<file path="src/rtl/wb_arbiter_pkg.sv">
// Shared types and helpers for the writeback arbiter: per-unit result structs, the unified CDB entry and source ids.
// WB_ARB_BRANCH_PRIO_EN changes only how the round-robin pointer advances.
package wb_arbiter_pkg;

    typedef enum logic [1:0] {
        WB_ALU = 2'd0,
        WB_BR  = 2'd1,
        WB_LSU = 2'd2
    } wb_src_e;

    typedef struct packed {
        logic        wr_en;
        logic [4:0]  rd;
        logic [31:0] value;
    } alu_out_t;

    typedef struct packed {
        logic        wr_en;
        logic [4:0]  rd;
        logic [31:0] value;
        logic        mispredict;
        logic [31:0] target;
    } branch_out_t;

    typedef struct packed {
        logic        wr_en;
        logic [4:0]  rd;
        logic [31:0] value;
    } lsu_out_t;

    typedef struct packed {
        logic        valid_tag;
        logic [4:0]  rd;
        logic [31:0] value;
        logic        mispredict;
        logic [31:0] target;
    } cdb_entry_t;

    function automatic cdb_entry_t alu_to_cdb(input alu_out_t a);
        cdb_entry_t c;
        c           = '0;
        c.valid_tag = a.wr_en;
        c.rd        = a.rd;
        c.value     = a.value;
        return c;
    endfunction

    function automatic cdb_entry_t br_to_cdb(input branch_out_t b);
        cdb_entry_t c;
        c            = '0;
        c.valid_tag  = b.wr_en;
        c.rd         = b.rd;
        c.value      = b.value;
        c.mispredict = b.mispredict;
        c.target     = b.target;
        return c;
    endfunction

    function automatic cdb_entry_t lsu_to_cdb(input lsu_out_t l);
        cdb_entry_t c;
        c           = '0;
        c.valid_tag = l.wr_en;
        c.rd        = l.rd;
        c.value     = l.value;
        return c;
    endfunction

    // Pointer after a grant; with branch priority the pointer only toggles between ALU and LSU.
    function automatic wb_src_e next_ptr(input wb_src_e granted, input wb_src_e cur);
        wb_src_e n;
        n = cur;
`ifdef WB_ARB_BRANCH_PRIO_EN
        case (granted)
            WB_ALU:  n = WB_LSU;
            WB_LSU:  n = WB_ALU;
            default: n = cur;
        endcase
`else
        case (granted)
            WB_ALU:  n = WB_BR;
            WB_BR:   n = WB_LSU;
            default: n = WB_ALU;
        endcase
`endif
        return n;
    endfunction

endpackage

</file>
<file path="src/rtl/wb_arbiter_rr_arb3.sv">
// Combinational 3-way grant: one-hot gnt from req and the round-robin pointer.
// With WB_ARB_BRANCH_PRIO_EN defined, the branch request always wins.
module rr_arb3
    import wb_arbiter_pkg::*;
(
    input  logic [2:0] req_i,
    input  wb_src_e    ptr_i,
    output logic [2:0] gnt_o
);

    always_comb begin
        gnt_o = '0;
`ifdef WB_ARB_BRANCH_PRIO_EN
        if (req_i[WB_BR]) begin
            gnt_o[WB_BR] = 1'b1;
        end else if (ptr_i == WB_LSU) begin
            if (req_i[WB_LSU])      gnt_o[WB_LSU] = 1'b1;
            else if (req_i[WB_ALU]) gnt_o[WB_ALU] = 1'b1;
        end else begin
            if (req_i[WB_ALU])      gnt_o[WB_ALU] = 1'b1;
            else if (req_i[WB_LSU]) gnt_o[WB_LSU] = 1'b1;
        end
`else
        case (ptr_i)
            WB_BR: begin
                if (req_i[WB_BR])       gnt_o[WB_BR]  = 1'b1;
                else if (req_i[WB_LSU]) gnt_o[WB_LSU] = 1'b1;
                else if (req_i[WB_ALU]) gnt_o[WB_ALU] = 1'b1;
            end
            WB_LSU: begin
                if (req_i[WB_LSU])      gnt_o[WB_LSU] = 1'b1;
                else if (req_i[WB_ALU]) gnt_o[WB_ALU] = 1'b1;
                else if (req_i[WB_BR])  gnt_o[WB_BR]  = 1'b1;
            end
            default: begin
                if (req_i[WB_ALU])      gnt_o[WB_ALU] = 1'b1;
                else if (req_i[WB_BR])  gnt_o[WB_BR]  = 1'b1;
                else if (req_i[WB_LSU]) gnt_o[WB_LSU] = 1'b1;
            end
        endcase
`endif
    end

endmodule

</file>
<file path="src/rtl/wb_arbiter.sv">
// Writeback arbiter: round-robin selection of ALU/branch/LSU results into a single registered CDB slot.
// Define WB_ARB_BRANCH_PRIO_EN to give the branch source fixed highest priority.
module wb_arbiter
    import wb_arbiter_pkg::*;
#(
    parameter type AO = alu_out_t,
    parameter type BO = branch_out_t,
    parameter type LO = lsu_out_t,
    parameter type CE = cdb_entry_t
) (
    input  logic       clk_i,
    input  logic       reset_i,
    input  logic       flush_i,
    input  logic       alu_valid_i,
    output logic       alu_ready_o,
    input  AO          alu_data_i,
    input  logic       b_valid_i,
    output logic       b_ready_o,
    input  BO          b_data_i,
    input  logic       lsu_valid_i,
    output logic       lsu_ready_o,
    input  LO          lsu_data_i,
    output logic       cdb_valid_o,
    input  logic       cdb_ready_i,
    output CE          cdb_data_o,
    output logic [1:0] cdb_src_o
);

    logic       slotFree;
    logic       grantEn;
    logic [2:0] req;
    logic [2:0] gnt;
    wb_src_e    win;
    CE          winData;

    wb_src_e    ptr_q,      ptr_d;
    logic       cdbValid_q, cdbValid_d;
    CE          cdbData_q,  cdbData_d;
    wb_src_e    cdbSrc_q,   cdbSrc_d;

    // The slot may refill in the cycle it drains; reset and flush suppress all grants.
    always_comb begin
        slotFree = !cdbValid_q || cdb_ready_i;
        grantEn  = slotFree && !flush_i && !reset_i;
        req      = {lsu_valid_i, b_valid_i, alu_valid_i} & {3{grantEn}};
    end

    rr_arb3 u_rr_arb3 (
        .req_i (req),
        .ptr_i (ptr_q),
        .gnt_o (gnt)
    );

    assign alu_ready_o = gnt[WB_ALU];
    assign b_ready_o   = gnt[WB_BR];
    assign lsu_ready_o = gnt[WB_LSU];

    always_comb begin
        win     = WB_ALU;
        winData = alu_to_cdb(alu_data_i);
        if (gnt[WB_BR]) begin
            win     = WB_BR;
            winData = br_to_cdb(b_data_i);
        end else if (gnt[WB_LSU]) begin
            win     = WB_LSU;
            winData = lsu_to_cdb(lsu_data_i);
        end
    end

    always_comb begin
        ptr_d      = ptr_q;
        cdbValid_d = cdbValid_q;
        cdbData_d  = cdbData_q;
        cdbSrc_d   = cdbSrc_q;
        if (flush_i) begin
            cdbValid_d = 1'b0;
        end else if (|gnt) begin
            cdbValid_d = 1'b1;
            cdbData_d  = winData;
            cdbSrc_d   = win;
            ptr_d      = next_ptr(win, ptr_q);
        end else if (cdb_ready_i) begin
            cdbValid_d = 1'b0;
        end
    end

    always_ff @(posedge clk_i) begin
        if (reset_i) begin
            ptr_q      <= WB_ALU;
            cdbValid_q <= 1'b0;
            cdbData_q  <= '0;
            cdbSrc_q   <= WB_ALU;
        end else begin
            ptr_q      <= ptr_d;
            cdbValid_q <= cdbValid_d;
            cdbData_q  <= cdbData_d;
            cdbSrc_q   <= cdbSrc_d;
        end
    end

    assign cdb_valid_o = cdbValid_q;
    assign cdb_data_o  = cdbData_q;
    assign cdb_src_o   = cdbSrc_q;

endmodule

</file>
<file path="config.mk">
export PLATFORM = sky130hd
export DESIGN_NAME = wb_arbiter
export DESIGN_NICKNAME = d
export VERILOG_FILES = /design/src/rtl/wb_arbiter_pkg.sv /design/src/rtl/wb_arbiter_rr_arb3.sv /design/src/rtl/wb_arbiter.sv
export SDC_FILE = /design/constraint.sdc
export NUM_CORES = 1
export LEC_CHECK = 0
export ABC_AREA = 1
export CAP_MARGIN = 10
export CORE_UTILIZATION = 30
export CTS_BUF_LIST = sky130_fd_sc_hd__clkbuf_8
export CTS_CLUSTER_DIAMETER = 150
export DETAILED_ROUTE_END_ITERATION = 10
export PLACE_DENSITY = 0.67
export SYNTH_ARGS = -nofsm -noshare
export SYNTH_HDL_FRONTEND = slang
export SYNTH_SLANG_ARGS = --single-unit
</file>
<file path="constraint.sdc">
create_clock -name clk_i -period 2.2 [get_ports clk_i]
set_input_delay 0.33 -clock clk_i [delete_from_list [all_inputs] [get_ports clk_i]]
set_output_delay 0.33 -clock clk_i [all_outputs]
set_load 0.01 [all_outputs]
</file>
; Word-level counts from Yosys, hierarchy flattened
; Index checks and enable logic that the tools add are counted.
[classes]
eq_ne = 3
muxes = 17
bitwise = 2
n_reduce_logical = 11
[op_table]
columns = op, n
row1 = 71-bit two-way mux, 2
row2 = 1-bit two-way mux, 9
row3 = 2-bit two-way mux, 4
row4 = 3-bit one-hot mux with 2 select lines, 1
row5 = 2-bit by 1-bit equality test with 1-bit output (second input constant), 2
row6 = 2-bit one-hot mux with 2 select lines, 1
row7 = 3-bit AND, 1
row8 = 1-bit zero test, 3
row9 = 3-bit OR reduction, 1
row10 = 2-bit equality test (second input constant), 1
row11 = 1-bit logical AND, 2
row12 = 2-bit zero test, 1
row13 = 2-bit AND reduction, 1
row14 = 2-bit nonzero test, 1
row15 = 2-bit OR reduction, 1
row16 = 1-bit logical OR, 1
row17 = 1-bit NOT, 1
[word_totals]
register_bits = 76
in_bits = 154
output_inout_bits = 77
wordCells = 41

; Depth between registers and ports, before layout
[logic_depth]
depth_word = 13
mapped_depth = 15
depth_no_buf = 13

; Modules after synthesis
; A second synthesis with hierarchy kept.
[unflattened]
cells_unflattened = 682
hier_area_um2 = 4091.4
[by_module_without_submodules]
columns = mod, n_inst, cells_each, area_each_um2, seq_area_each_um2
row1 = wb_arbiter, 1, 659, 3957.5, 1521.5
row2 = rr_arb3, 1, 23, 133.9, 0.0

; Least setup slack after synthesis
; No wires, ideal clock.
[synth_timing]
path_type = register to register
startpoint = register cdb_src_o[0] (netlist name)
endpoint = register cdbData_q (netlist bit cdb_data_o[38])
t_arrival_ns = 1.625
path_slack_ns = 0.466
stages_incl_launch_ff = 15
synth_period_minus_slack_ns = 1.734
cell_sequence = dfxtp_1 > inv_1 > ha_1 > inv_1 > nand2_1 > nand2_1 > nand2_1 > nand2_2 > nand3_2 > buf_6 > buf_4 > nor2_1 > nor2_1 > nand2_1 > inv_1
[synth_rtl]
columns = element, line
row1 = to (signal assigned), wb_arbiter.sv:96  ; cdbData_q <= cdbData_d;
row2 = to (decl), wb_arbiter.sv:38  ; CE cdbData_q, cdbData_d;

; Worst setup path in the final report
[layout_timing]
startpoint = input port flush_i
endpoint = output port alu_ready_o
[layout_via]
elab_chain_len = 8
word_cells_on_any_way = 9
cone_classes = mux (5) / bitwise (1) / reduce/logical (3)
[layout_rtl]
columns = element, line
row1 = from (decl), wb_arbiter.sv:13  ; input logic flush_i,
row2 = 1-bit zero test *, wb_arbiter.sv:44  ; grantEn = slotFree && !flush_i && !reset_i;
row3 = 1-bit logical AND * (2 in series), wb_arbiter.sv:44
row4 = 3-bit AND *, wb_arbiter.sv:45  ; req = {lsu_valid_i, b_valid_i, alu_valid_i} & {3{grantEn}};
row5 = 1-bit two-way mux, "wb_arbiter_rr_arb3.sv:28, wb_arbiter_rr_arb3.sv:32, wb_arbiter_rr_arb3.sv:36"
row6 = 1-bit two-way mux, wb_arbiter_rr_arb3.sv:27  ; else if (req_i[WB_LSU]) gnt_o[WB_LSU] = 1'b1;
row7 = 1-bit two-way mux, wb_arbiter_rr_arb3.sv:26  ; if (req_i[WB_BR]) gnt_o[WB_BR] = 1'b1;
row8 = 3-bit one-hot mux with 2 select lines *, wb_arbiter_rr_arb3.sv:24  ; case (ptr_i)
row9 = to (decl), wb_arbiter.sv:15  ; output logic alu_ready_o,
; Every way passes the cells marked *; elsewhere a longest branch is shown, timed or not.

==> metrics <==
yosys synthesis warning count=0; Core Area=between 10000 and 15000 um2; port bufs=230; largest area contributor in the netlist=dfxtp_1; worst hold start=reset_i; area share of the largest cell type after synthesis=38.5%; WS Path Type=primary input to output port; Clock Root Buffer=clkbuf_8; H-Tree Depth=3; final hold violations=0; CP peak stage delay=approximately 0.44 ns; syn_nets=799; ys flop type=dfxtp_1; Antenna diodes=0; Reg-to-Reg Start=cdb_src_o[0]; I/O pin cnt=231; RSZ-0062 raised after global routing=no; FP Rows=between 40 and 50; Yosys reg bits=between 70 and 80; initial core utilization=between 30% and 40%; Setup Skew=slightly below 0.008 ns; crit path launch type=primary input; antenna violations before repair=0; first-pass GRT wire length=a little under 20 mm; Worst path slowest cell=clkdlybuf4s50_1; Gate Count Post-Synth=between 600 and 700; Fmax=just under 0.5 GHz; VDD IR max=~0.34 mV; vias post-DR=~4500; CP Launch Point=flush_i; Power, Total=4080 uW; count of pins over their slew limit=0; Fillers=~1300; EDFF count, synth=0; relative slew slack=roughly 45%; Post-Place Cells=a little over 1000; Seq/Total Area, Yosys=between 30% and 40%; Max-Cap Viols=0; total CTS buffers=9; Final Instance Count excl. Fillers=just over 1000; clock sinks=between 70 and 80; area of the mapped netlist=3900 um2; leak pwr=around 0.003 uW; Worst-Skew Late Latency=0.35 ns; async set-or-reset flop fraction in the synthesized netlist=0%; total track usage=between 10% and 20%; Final nets=between 1000 and 1500; drt via density=approximately 4.4; Reg2Reg Depth=11; post-synthesis cell type count=19; most common cell in the synthesized netlist=nand2_1; die area=between 10000 and 15000 um2; Remaining DRCs=0; Starting DRT DRC Count=~210; setup ws final=around 0.14 ns; Crit path required time=between 1.5 and 2 ns; R2R Setup Slk=roughly 0.24 ns; drt pass-1 iters=4; r2r endpoint=cdb_data_o[12]; CP bufs+invs=4; post-DR wirelength/cell=roughly 13 um; top post-synthesis cells by area=dfxtp_1 38%, nand2_1 26%, nand3_1 10%, nor2_1 7.3%, inv_1 4.6%; crit path DAT=1.73 ns; Synth Area per Inst=around 6.1 um2; status=complete, no violations; Syn-to-layout area delta=69.1%; top cells by count, synth=273 x nand2_1, 81 x nand3_1, 76 x nor2_1, 75 x dfxtp_1, 48 x inv_1; post-layout min period=around 2 ns; Final Setup Violations=0; CP dominant cell by count=nand2_1; worst hold path stage count=4; chip width=roughly 120 um; antenna-violating nets left=0; Cell Pwr Density=619 nW/um2; clock buffer depth=2; die height=roughly 120 um; ratio of cells with drive above 1 in the final layout=5.33%; HPWL Detailed=roughly 9.3 mm; delay-heaviest family, CP=buffers and inverters; GPL Wtd Cong=0.737; Hold Path Class=primary input to flop; CTS tree=done; gr ovfl total=0; worst-margin pin slew=0.820 ns; clk slew on worst S/H paths=0.08 ns; worst slack, placed=-0.172 ns; fin crit share=a little over 90%; hold buffers post-CTS=0; hold endpoint=cdb_valid_o; worst-path maximum fanout=4; routed wire length=around 13 mm; Finished Cell Area=6600 um2; CP endpoint kind=output port; DP Area=6410 um2; worst-path cell chain=clkdlybuf4s50_1 -> nor2_4 -> buf_4 -> nand3_1 -> nand2_1 -> nand2_1 -> nand2_1 -> inv_1 -> clkdlybuf4s15_1; vias in the first global route=between 4000 and 5000; largest net degree at the start of global routing=75
[flip-flops by register name, indices dropped and copies added, names as in the netlist]
name	count
cdb_valid_o	1
ptr_q	1
cdb_data_o	71
cdb_src_o	2
[through the flow]
| step | hold WS [ns] | TNS, ns | utilization, % |
|---|---|---|---|
| after floorplan | 0.465 | 0 | - |
| after global placement | 0.445 | -4.56 | 50.6 |
| after detailed placement | 0.453 | -4.85 | 50.6 |
| after CTS | 0.280 | 0 | 52.0 |
| after global routing | 0.395 | 0 | 52.0 |
| final | 0.418 | 0 | 52.0 |
[cell families (layout without fill, tap and decap cells)]
logic type               count (synthesis)  count (layout)  synth area share [%]
AND/OR/NAND/NOR                        437             437                  45.6
buffers and inverters                   92             312                  10.4
flip-flops                              75              75                  38.5
AO/OA/AOI/OAI                           37              37                  4.91
adder cells (fa/ha/maj)                  2               2                 0.642
[where the power goes]
part	leakage (uW)	internal [uW]	total (uW)	switching, uW
registers	0.000615	1500	1560	66.9
clock network	0.0000992	535	1050	511
logic	0.00229	771	1480	705
[per-layer routing]
layer  share of wire [%]  up-vias  track usage (%)
met3                  12       17             7.74
met4                 1.8        0             7.52
li1                    -     2402                -
met1                  43     1928             22.4
met5                   0        -                0
met2                  44      173             31.6
[tightest hold or removal path: stages]
cell,delay [ns]
buf_2,0.11
nor2_4,0.05
buf_4,0.12
a21boi_0,0.11
[layout make-up]
type / count / area (um2) / share of cell area, %
Timing Repair Buffer: 249 / 2510 / 38.0
Multi-Input combinational cell: 476 / 2000 / 30.3
Sequential cell: 75 / 1510 / 22.8
Tap cell: 172 / 215 / 3.26
Inverter: 49 / 184 / 2.79
Clock buffer: 10 / 138 / 2.09
Clock inverter: 4 / 43.8 / 0.664
[worst max path at each step]
stage | cells after the start | to | slack, ns
2_1_floorplan | 14 | cdb_data_o[38] | 0.47
3_3_place_gp | 10 | lsu_ready_o | -0.15
3_5_place_dp | 10 | lsu_ready_o | -0.17
4_1_cts | 9 | b_ready_o | 0.001
5_1_grt | 9 | lsu_ready_o | 0.01
6_report | 9 | alu_ready_o | 0.14
[layout by cell type, fill, tap and decap left out]
cell type          n
a211oi_1           1
a21boi_0           1
a21oi_1           34
buf_12             6
buf_2              1
buf_4             13
bufinv_16          1
clkbuf_2           1
clkbuf_8          10
clkdlybuf4s15_1    1
clkdlybuf4s50_1  226
clkinv_2           2
dfxtp_1           74
dfxtp_4            1
dlygate4sd2_1      1
ha_1               2
inv_1             48
inv_2              2
nand2_1          272
nand2_2            3
nand3_1           80
nand3_2            3
nor2_1            76
nor2_2             1
nor2_4             2
o22ai_1            1
[repair_timing]
| action | 4_1_cts | 5_1_grt |
|---|---|---|
| setup buffers | 0 | 1 |
| endpoints found under the setup margin | 3 | 4 |
| pin swaps | 1 | 1 |
| resized for setup | 5 | 5 |
Note: power is estimated with default switching activity, not from simulation.
==> RTL change, RTL diff (same settings) <==
The option `WB_ARB_BRANCH_PRIO_EN` is turned on by a define.
--- a/src/rtl/wb_arbiter_pkg.sv
+++ b/src/rtl/wb_arbiter_pkg.sv
@@ -1,4 +1,6 @@
 // Shared types and helpers for the writeback arbiter: per-unit result structs, the unified CDB entry and source ids.
 // WB_ARB_BRANCH_PRIO_EN changes only how the round-robin pointer advances.
+`define WB_ARB_BRANCH_PRIO_EN
+
 package wb_arbiter_pkg;
 
Formal check against the unedited RTL: not equivalent (Yosys sat finds a counterexample within 4 cycles, from zero or initial values and one cycle with reset_i high).
==> RTL change against the original RTL <==
Wire length is 5.3% higher. Cell area decreased by 1.9%. Worst setup slack worse by 0.029 ns. Core utilization grew 1.2 points. Final cell count fell by 5.0%. Area after synthesis is 3.2% lower. Die area fell by 3.1%. Power fell by 18%. Sequential cell count is the same. Clock skew is 0.00055 ns lower. Critical path depth decreased by 3. Critical endpoint unchanged. Highest routed layer unchanged.
==> RTL change: results (changes against the original RTL) <==
status: finished clean (unchanged)
Synth top cells by count: 204 x nand2_1, 86 x nand3_1, 75 x dfxtp_1, 59 x nor2_1, 49 x a21oi_1 (was 273 x nand2_1, 81 x nand3_1, 76 x nor2_1, 75 x dfxtp_1, 48 x inv_1)
Fillers: 1170 (was 1274)
number of global-route vias before repair: 4358 (was 4080)
met3 GRT Util: 0.05347 (was 0.07741)
FF-to-FF End: cdb_data_o[69]$_SDFFE_PP0P_ (was cdb_data_o[12]$_SDFFE_PP0P_)
post-DP HPWL: 9990 microns (was 9331 microns)
Fin Clk Skew: 0.007292 ns (was 0.007845 ns)
met2 wire length: 6823 microns (was 5666 microns)
Nets: 965 (was 1016)
routability cong.: 0.8352 (was 0.7374)
critical path launch point: cdb_ready_i (was flush_i)
Pleak: 2.830 nW (was 3.002 nW)
Yosys warning count: 0 (unchanged)
hold_sp: reset_i (unchanged)
pin count of the biggest net entering global routing: 72 (was 75)
clk cell area share: 0.03306 (was 0.02751)
worst r2r src: cdb_valid_o$_SDFFE_PP0P_ (was cdb_src_o[0]$_SDFFE_PP0P_)
multi-input combinational cell area: 1906 sq um (was 2001 sq um)
met2 Use GR: 0.3749 (was 0.3159)
Non-clock buffer share: 0.3804 (about the same)
first-pass GRT wire length: 21600 microns (was 19870 microns)
Num CTS Buffers: 9 (unchanged)
htree depth: 3 (unchanged)
FF+latch area: 1501 sq um (was 1505 sq um)
Data arrival, critical path: 1.76 ns (was 1.73 ns)
Cell Count, Final, Fillers Out: 983 (was 1035)
worst vdd ir: 278.4 uV (was 344.5 uV)
r2r worst-path depth: 8 (was 11)
Synth cell types: 21 (was 19)
Via Count: 4524 (was 4520)
Non-clk bufs: 250 (was 249)
met1 Resource Use GR: 0.2479 (was 0.2238)
top cells by area, synth: dfxtp_1 40%, nand2_1 20%, nand3_1 11% (was dfxtp_1 38%, nand2_1 26%, nand3_1 10%)
register area share after synthesis: 0.3977 (was 0.3850)
Mapped Avg Cell Area: 6.398 sq um (was 6.065 sq um)
Syn Nets: 744 (was 799)
Least-Margin Pin Slew: 0.7415 ns (was 0.8197 ns)
GRT Total Usage: 0.2108 (was 0.1924)
WL/cell: 13.90 microns (was 12.54 microns)
Inverters: 47 (was 49)
antenna violations before repair: 0 (unchanged)
met3 routed WL: 974 microns (was 1517 microns)
Multi-In Gates: 428 (was 476)
internal reg-to-reg setup slack: 0.49 ns (was 0.24 ns)
Initial DRC Count: 302 (was 214)
met1 WL: 5675 microns (was 5553 microns)
layout cells sized above 1: 0.06012 (was 0.05330)
RTL change: cell types whose count changed in the layout (fill, tap and decap cells not counted), moves of 2 or more:
cell / change
a21oi_1: +15
nand3b_1: +20
buf_4: +6
nand3_1: +6
nand2_1: -68
nor2_2: +2
buf_12: -5
clkdlybuf4s50_1: +2
nand3_2: -3
ha_1: -2
inv_1: -5
nor2_1: -19
RTL change: power by group:
part / internal [W] / switching [W]
clock network: 0.000636 / 0.000531
registers: 0.00142 / 0.0000321
logic: 0.000443 / 0.000305
total: 0.00250 / 0.000869
RTL change: worst max-delay path, cell delays in order:
cell and delay (ns):
clkdlybuf4s50_1 0.45, inv_1 0.03, nand2_1 0.08, nand2_2 0.14, nor2_2 0.17, clkdlybuf4s50_1 0.56
RTL change: repair_timing:
| action | 4_1_cts | 5_1_grt |
|---|---|---|
| hold endpoints to repair | 0 | 0 |
| setup endpoints to repair | 0 | 2 |
| hold buffers | 0 | 0 |
| gates resized for setup | 0 | 2 |
RTL change: stage by stage:
step	hold slack, ns	area [sq um]	util	total power [W]	setup slack (ns)
final	0.2394	6472	0.5322	0.003364	0.1137
after global routing	0.2349	6472	0.5322	0.003532	0.008022
after CTS	0.2159	6467	0.5318	0.003404	0.04727
after detailed placement	0.4503	6254	0.5142	0.002228	-0.01356
after floorplan	0.4767	3775	-	0.001758	0.8021
after global placement	0.4463	6254	0.5142	0.002216	0.03107
RTL change: cells by family (layout without fill, tap and decap cells):
logic type / Yosys count / count (layout) / synth area share
AO/OA/AOI/OAI: 52 / 52 / 0.07060
buffers and inverters: 87 / 312 / 0.1008
flip-flops: 75 / 75 / 0.3977
AND/OR/NAND/NOR: 376 / 376 / 0.4309
